[config.mk]
export PLATFORM = sky130hd
export DESIGN_NAME = pla_backward_slice_rd_sched_flat
export DESIGN_NICKNAME = d
export VERILOG_FILES = /design/src/rtl/pla_backward_slice_rd_sched_pkg.sv /design/src/rtl/pla_backward_slice_rd_sched_if.sv /design/src/rtl/pla_rr_arb4.sv /design/src/rtl/pla_backward_slice_rd_sched.sv /design/src/flat_wrapper.sv
export SDC_FILE = /design/constraint.sdc
export NUM_CORES = 1
export LEC_CHECK = 0
export CAP_MARGIN = 20
export CORE_ASPECT_RATIO = 1.25
export CORE_MARGIN = 5
export CORE_UTILIZATION = 43
export DETAILED_ROUTE_END_ITERATION = 12
export PLACE_DENSITY = 0.81
export SLEW_MARGIN = 30
export SYNTH_ARGS = -nofsm -noshare
export SYNTH_HDL_FRONTEND = slang
export SYNTH_HIERARCHICAL = 1
export SYNTH_SLANG_ARGS = --single-unit
[constraint.sdc]
create_clock -name I_pla_312m5_clk -period 3.4 [get_ports I_pla_312m5_clk]
set_input_delay 0.51 -clock I_pla_312m5_clk [delete_from_list [all_inputs] [get_ports I_pla_312m5_clk]]
set_output_delay 0.51 -clock I_pla_312m5_clk [all_outputs]
set_load 0.005 [all_outputs]
[src/rtl/pla_backward_slice_rd_sched_pkg.sv]
// Shared definitions for the backward-slice read scheduler: FSM states,
// parameter defaults and the requester count.
package pla_backward_slice_rd_sched_pkg;

  localparam int unsigned NumReq       = 4;
  localparam int unsigned IdW          = 15;
  localparam int unsigned SliceWordsDef = 64;
  localparam int unsigned GapCyclesDef  = 8;

  typedef enum logic [1:0] {
    StIdle,
    StResp,
    StRead,
    StGap
  } sched_state_e;

  function automatic logic [1:0] onehot_to_idx(input logic [NumReq-1:0] oh);
    logic [1:0] idx;
    idx = '0;
    for (int i = 0; i < int'(NumReq); i++) begin
      if (oh[i]) idx = 2'(i);
    end
    return idx;
  endfunction

endpackage

[src/rtl/pla_backward_slice_rd_sched_if.sv]
// Requester-side bundle: per-xgmii requests and ids in, grant and burst strobes out.
interface pla_backward_slice_rd_sched_if;
  logic [3:0]  I_pla_rd_req;
  logic [59:0] I_pla_rd_req_id;
  logic [3:0]  O_pla_rd_ack;
  logic        O_pla_slice_rd_resp;
  logic [1:0]  O_pla_rd_xgmii_num;
  logic [14:0] O_pla_slice_rd_id;
  logic        O_pla_slice_data_rd;
  logic [5:0]  O_pla_slice_rd_word;

  modport master (
    output I_pla_rd_req, I_pla_rd_req_id,
    input  O_pla_rd_ack, O_pla_slice_rd_resp, O_pla_rd_xgmii_num, O_pla_slice_rd_id,
    input  O_pla_slice_data_rd, O_pla_slice_rd_word
  );

  modport slave (
    input  I_pla_rd_req, I_pla_rd_req_id,
    output O_pla_rd_ack, O_pla_slice_rd_resp, O_pla_rd_xgmii_num, O_pla_slice_rd_id,
    output O_pla_slice_data_rd, O_pla_slice_rd_word
  );
endinterface

[src/rtl/pla_rr_arb4.sv]
// Combinational 4-way round-robin selector; search starts one past the last grant.
module pla_rr_arb4
  import pla_backward_slice_rd_sched_pkg::*;
(
  input  logic [NumReq-1:0] i_req,
  input  logic [1:0]        i_last_grant,
  output logic [NumReq-1:0] o_gnt,
  output logic              o_valid
);

  logic [1:0] w_idx;
  logic       w_found;

  always_comb begin
    o_gnt   = '0;
    w_found = 1'b0;
    w_idx   = '0;
    // Offset NumReq wraps back to the last grantee, giving it lowest priority.
    for (int off = 1; off <= int'(NumReq); off++) begin
      w_idx = i_last_grant + 2'(off);
      if (!w_found && i_req[w_idx]) begin
        o_gnt[w_idx] = 1'b1;
        w_found      = 1'b1;
      end
    end
  end

  assign o_valid = |i_req;

endmodule

[src/rtl/pla_backward_slice_rd_sched.sv]
// Grants one xgmii requester at a time a slice read: 2-cycle response window,
// SLICE_WORDS data strobes, then a quiet gap for the CRC pipeline to drain.
module pla_backward_slice_rd_sched
  import pla_backward_slice_rd_sched_pkg::*;
#(
  parameter int unsigned SLICE_WORDS = SliceWordsDef,
  parameter int unsigned GAP_CYCLES  = GapCyclesDef
) (
  input  logic        I_pla_312m5_clk,
  input  logic        I_pla_rst_n,
  input  logic        I_pla_sched_en,
  input  logic        I_pla_rd_cnt_clr,
  output logic        O_pla_sched_busy,
  output logic [15:0] O_pla_rd_slice_cnt,
  pla_backward_slice_rd_sched_if.slave rd_if
);

  localparam logic [5:0] LastWord = 6'(SLICE_WORDS - 1);
  // The IDLE arbitration cycle is the last quiet cycle, so GAP itself runs one short.
  localparam logic [7:0] GapLast  = 8'(GAP_CYCLES - 2);

  sched_state_e r_state;
  logic [3:0]   r_ack;
  logic         r_resp;
  logic         r_data_rd;
  logic [5:0]   r_word;
  logic [1:0]   r_num;
  logic [14:0]  r_id;
  logic         r_busy;
  logic [1:0]   r_last;
  logic [7:0]   r_cnt;
  logic [15:0]  r_slice_cnt;

  logic [3:0]   w_gnt;
  logic         w_valid;
  logic [1:0]   w_gnt_idx;
  logic [14:0]  w_gnt_id;
  logic         w_burst_done;

  pla_rr_arb4 u_arb (
    .i_req        (rd_if.I_pla_rd_req),
    .i_last_grant (r_last),
    .o_gnt        (w_gnt),
    .o_valid      (w_valid)
  );

  assign w_gnt_idx    = onehot_to_idx(w_gnt);
  assign w_gnt_id     = rd_if.I_pla_rd_req_id[IdW*w_gnt_idx +: IdW];
  assign w_burst_done = (r_state == StRead) && (r_word == LastWord);

  always_ff @(posedge I_pla_312m5_clk or negedge I_pla_rst_n) begin
    if (!I_pla_rst_n) begin
      r_state   <= StIdle;
      r_ack     <= '0;
      r_resp    <= 1'b0;
      r_data_rd <= 1'b0;
      r_word    <= '0;
      r_num     <= '0;
      r_id      <= '0;
      r_busy    <= 1'b0;
      r_last    <= 2'd3;
      r_cnt     <= '0;
    end else begin
      r_ack <= '0;
      unique case (r_state)
        StIdle: begin
          if (I_pla_sched_en && w_valid) begin
            r_state <= StResp;
            r_ack   <= w_gnt;
            r_last  <= w_gnt_idx;
            r_num   <= w_gnt_idx;
            r_id    <= w_gnt_id;
            r_resp  <= 1'b1;
            r_busy  <= 1'b1;
            r_cnt   <= '0;
          end
        end
        StResp: begin
          if (r_cnt == 8'd1) begin
            r_state   <= StRead;
            r_resp    <= 1'b0;
            r_data_rd <= 1'b1;
            r_word    <= '0;
          end else begin
            r_cnt <= r_cnt + 8'd1;
          end
        end
        StRead: begin
          if (r_word == LastWord) begin
            r_state   <= StGap;
            r_data_rd <= 1'b0;
            r_word    <= '0;
            r_cnt     <= '0;
          end else begin
            r_word <= r_word + 6'd1;
          end
        end
        StGap: begin
          if (r_cnt == GapLast) begin
            r_state <= StIdle;
            r_busy  <= 1'b0;
          end else begin
            r_cnt <= r_cnt + 8'd1;
          end
        end
        default: r_state <= StIdle;
      endcase
    end
  end

  always_ff @(posedge I_pla_312m5_clk or negedge I_pla_rst_n) begin
    if (!I_pla_rst_n) begin
      r_slice_cnt <= '0;
    end else if (I_pla_rd_cnt_clr) begin
      r_slice_cnt <= '0;
    end else if (w_burst_done && (r_slice_cnt != 16'hFFFF)) begin
      r_slice_cnt <= r_slice_cnt + 16'd1;
    end
  end

  assign rd_if.O_pla_rd_ack        = r_ack;
  assign rd_if.O_pla_slice_rd_resp = r_resp;
  assign rd_if.O_pla_rd_xgmii_num  = r_num;
  assign rd_if.O_pla_slice_rd_id   = r_id;
  assign rd_if.O_pla_slice_data_rd = r_data_rd;
  assign rd_if.O_pla_slice_rd_word = r_word;
  assign O_pla_sched_busy          = r_busy;
  assign O_pla_rd_slice_cnt        = r_slice_cnt;

endmodule
[src/flat_wrapper.sv]
// flat-port wrapper written by rule: the top's interface ports become plain ports
module pla_backward_slice_rd_sched_flat import pla_backward_slice_rd_sched_pkg::*;
#(
  parameter int unsigned SLICE_WORDS = SliceWordsDef,
  parameter int unsigned GAP_CYCLES  = GapCyclesDef
)
  (I_pla_312m5_clk, I_pla_rst_n, I_pla_sched_en, I_pla_rd_cnt_clr, O_pla_sched_busy, O_pla_rd_slice_cnt, rd_if_I_pla_rd_req, rd_if_I_pla_rd_req_id, rd_if_O_pla_rd_ack, rd_if_O_pla_slice_rd_resp, rd_if_O_pla_rd_xgmii_num, rd_if_O_pla_slice_rd_id, rd_if_O_pla_slice_data_rd, rd_if_O_pla_slice_rd_word);
  pla_backward_slice_rd_sched_if rd_if_i ();
  input  logic I_pla_312m5_clk;
  input  logic I_pla_rst_n;
  input  logic I_pla_sched_en;
  input  logic I_pla_rd_cnt_clr;
  output logic O_pla_sched_busy;
  output logic [15:0] O_pla_rd_slice_cnt;
  input wire logic [$bits(rd_if_i.I_pla_rd_req)-1:0] rd_if_I_pla_rd_req;
  input wire logic [$bits(rd_if_i.I_pla_rd_req_id)-1:0] rd_if_I_pla_rd_req_id;
  output wire logic [$bits(rd_if_i.O_pla_rd_ack)-1:0] rd_if_O_pla_rd_ack;
  output wire logic [$bits(rd_if_i.O_pla_slice_rd_resp)-1:0] rd_if_O_pla_slice_rd_resp;
  output wire logic [$bits(rd_if_i.O_pla_rd_xgmii_num)-1:0] rd_if_O_pla_rd_xgmii_num;
  output wire logic [$bits(rd_if_i.O_pla_slice_rd_id)-1:0] rd_if_O_pla_slice_rd_id;
  output wire logic [$bits(rd_if_i.O_pla_slice_data_rd)-1:0] rd_if_O_pla_slice_data_rd;
  output wire logic [$bits(rd_if_i.O_pla_slice_rd_word)-1:0] rd_if_O_pla_slice_rd_word;
  assign rd_if_i.I_pla_rd_req = rd_if_I_pla_rd_req;
  assign rd_if_i.I_pla_rd_req_id = rd_if_I_pla_rd_req_id;
  assign rd_if_O_pla_rd_ack = rd_if_i.O_pla_rd_ack;
  assign rd_if_O_pla_slice_rd_resp = rd_if_i.O_pla_slice_rd_resp;
  assign rd_if_O_pla_rd_xgmii_num = rd_if_i.O_pla_rd_xgmii_num;
  assign rd_if_O_pla_slice_rd_id = rd_if_i.O_pla_slice_rd_id;
  assign rd_if_O_pla_slice_data_rd = rd_if_i.O_pla_slice_data_rd;
  assign rd_if_O_pla_slice_rd_word = rd_if_i.O_pla_slice_rd_word;
  pla_backward_slice_rd_sched #(.SLICE_WORDS(SLICE_WORDS), .GAP_CYCLES(GAP_CYCLES)) u_core (.I_pla_312m5_clk(I_pla_312m5_clk), .I_pla_rst_n(I_pla_rst_n), .I_pla_sched_en(I_pla_sched_en), .I_pla_rd_cnt_clr(I_pla_rd_cnt_clr), .O_pla_sched_busy(O_pla_sched_busy), .O_pla_rd_slice_cnt(O_pla_rd_slice_cnt), .rd_if(rd_if_i));
endmodule
==> results.json <==
{
  "postPlaceCellArea_um2": 5020,
  "min_period_ps": 3180,
  "synth_nets": 495,
  "vias": 3602,
  "setup_tns_ps": 0,
  "timing_worst_slew_pin_value_ps": 812,
  "fillers": 765,
  "pre_cts_ws_ps": 224,
  "hold_viol": 0,
  "cts.sinks": 58,
  "peakVddDrop_mv": 0.172,
  "ys_top_cells_by_count": "56 x dfrtp_1, 51 x nand2_1, 38 x o21ai_0, 34 x mux2i_1, 23 x nor2_1",
  "rsz0062_at_grt": "false",
  "grt_use_total_pct": 19.9,
  "die_w_um": 94.0,
  "drv_slew": 0,
  "num-nets-final": 608,
  "async_flop_share_pct": 100,
  "dr.pass1.iters": 4,
  "rows": 38,
  "wire_per_inst_um": 16.5,
  "fin_crit_sh_pct": 93.6,
  "ant_nets": 0,
  "dieArea_um2": 10800,
  "setup_slack_ps": 219,
  "port_buffers": 113,
  "vias_per_cell": 5.56,
  "yosys.area.top_type": "dfrtp_1",
  "grt_antenna_before_repair": 0,
  "setup-violations-final": 0,
  "hpwl_mm": 7.80,
  "dr.first_iter.drc_count": 228,
  "syn_inst": 410,
  "required_ps": 3610,
  "io_pins": 114,
  "h-tree-depth": 3,
  "drive_above_1_share_pct": 9.66,
  "place_inst": 627,
  "synth_edf_count": 0,
  "synth.distinct_cells": 57,
  "drc": 0,
  "final_area_um2": 5250,
  "powerDensity_nw_per_um2": 278,
  "clk_pin_slew_worst_paths_ps": 70,
  "clock-root-buffer": "clkbuf_8",
  "coreArea_um2": 8650,
  "crit_fanout": 9,
  "outcome": "complete, no violations",
  "ys_seq_elements": 58,
  "crit_chain": "inv_1, ha_1, mux4_2, nor4b_4, nand2_1, o211ai_1, clkbuf_16, buf_4, mux2i_1, o21ai_0, mux2i_1, o21ai_0",
  "area_growth_pct": 38.4,
  "gp_congestion": 0.929,
  "grt_max_degree": 34,
  "cap_violations": 0,
  "clk_path_buf_depth": 2,
  "crit_slowest_cell": "dfstp_2",
  "max_freq_mhz": 314,
  "synth.most_common_cell": "dfrtp_1",
  "drt-total-wl_mm": 10.7,
  "max_stage_delay_ps": 580,
  "power_uw": 1460,
  "die_h_um": 115,
  "synth_area_leaders": "dfrtp_1 37%, mux2i_1 9.0%, ha_1 5.6%, nand2_1 5.1%, o21ai_0 5.0%",
  "synth_top_cell_area_share_pct": 37.0,
  "avgSynthCellArea_um2": 9.24,
  "num_antenna_cells": 0,
  "grt_pass1_wl_mm": 17.2,
  "clk_latency_ps": 340,
  "overflow": 0,
  "start_util_pct": 43.8,
  "synth_area_um2": 3790,
  "cp.arrival_ps": 3390,
  "grt_pass1_vias": 3523,
  "critical_path_class": "flip-flop to flip-flop",
  "end_kind": "flip-flop",
  "cp-start-kind": "flip-flop",
  "cts_buffers": 9,
  "crit_family": "multiplexers",
  "relSlewSlack_pct": 45.7,
  "crit_buf_inv": 3,
  "cts_tree": "built",
  "synth-seq-area-share_pct": 38.4,
  "p_leak_uw": 0.00214,
  "synth-warning-count": 6,
  "min_path_type": "input port to asynchronous set/reset pin",
  "ys.flop_type": "dfrtp_1",
  "stdcell_count": 648,
  "fin_skew_ps": 9.03
}
## sequential cells by signal, indices dropped and copies added, names as in the netlist, 2 cells and up
signal / cells
u_core/rd_if.O_pla_slice_rd_id: 15
u_core/r_cnt: 8
u_core/rd_if.O_pla_rd_xgmii_num: 2
u_core/r_last: 2
u_core/rd_if.O_pla_rd_ack: 4
u_core/rd_if.O_pla_slice_rd_word: 6
u_core/O_pla_rd_slice_cnt: 16
u_core/r_state: 2
## what timing repair did
item                       4_1_cts  5_1_grt
resized for setup                0        2
setup endpoints to repair        0        1
hold buffers                     0        0
setup buffers                    0        5
## kinds of logic after synthesis
logic type               synth area share, %
flip-flops                              38.4
XOR/XNOR                               0.231
AO/OA/AOI/OAI                           16.7
AND/OR/NAND/NOR                         21.0
buffers and inverters                   4.82
adder cells (fa/ha/maj)                 5.61
multiplexers                            13.3
## power by group
part	total [uW]	leakage [uW]	internal [uW]	switching, uW
registers	690	0.000767	690	0.000000000000471
logic	169	0.00127	103	66.4
clock network	597	0.0000965	322	274
total	1460	0.00214	1120	340
## layout make-up
cell class	count	area, um2	share of cell area (%)
flip-flops and latches	58	1450	27.7
well taps	120	150	2.86
clock inverters	2	10.0	0.191
repair buffers	127	1250	23.8
multi-input cells	311	2150	41.0
clock buffers	14	173	3.29
inverters	16	60.1	1.15
## stage by stage
step           hold WS [ps]  util (%)
6_report                181      60.6
4_1_cts                 198      60.2
5_1_grt                 228      60.6
3_5_place_dp            469      58.1
3_3_place_gp            463      58.1
2_1_floorplan           214         -
## cells in the final DEF (no fill, tap or decap), types with 7 or more instances in the layout
cell type and count:
buf_4 13, o41ai_1 7, dfrtp_1 56, o21ai_0 38
or4_1 7, mux2i_1 34, ha_1 17, a21oi_1 18
nand2_1 51, nand3_1 14, inv_1 16, clkbuf_8 12
o31ai_1 11, clkdlybuf4s50_1 112, nor2_1 23
## layer usage
layer  up-vias  routed length (um)  global-route usage (%)
li1       1726                   -                       -
met1      1732                4360                    24.4
met2       126                5510                    33.9
met3        18                 558                    4.12
met4         0                 240                    8.38
met5         -                   0                       0
## worst paths after layout
check / from / to / slack [ps] / cells past startpoint
max: u_core/r_last[1]$_DFFE_PN1P_ / u_core/rd_if.O_pla_slice_rd_id[12]$_DFFE_PN0P_ / 220 / 12
min: I_pla_rst_n / u_core/rd_if.O_pla_slice_rd_word[5]$_DFFE_PN0P_ / 180 / 1
max reg2reg: u_core/r_last[1]$_DFFE_PN1P_ / u_core/rd_if.O_pla_slice_rd_id[12]$_DFFE_PN0P_ / 220 / 12
min reg2reg: u_core/rd_if.O_pla_slice_rd_id[10]$_DFFE_PN0P_ / u_core/rd_if.O_pla_slice_rd_id[10]$_DFFE_PN0P_ / 490 / 2
max in group asynchronous: I_pla_rst_n / u_core/rd_if.O_pla_slice_rd_id[12]$_DFFE_PN0P_ / 2490 / 2
min in group I_pla_312m5_clk: u_core/rd_if.O_pla_slice_rd_id[10]$_DFFE_PN0P_ / u_core/rd_if.O_pla_slice_rd_id[10]$_DFFE_PN0P_ / 490 / 2
Power figures use the tool's default switching activity.
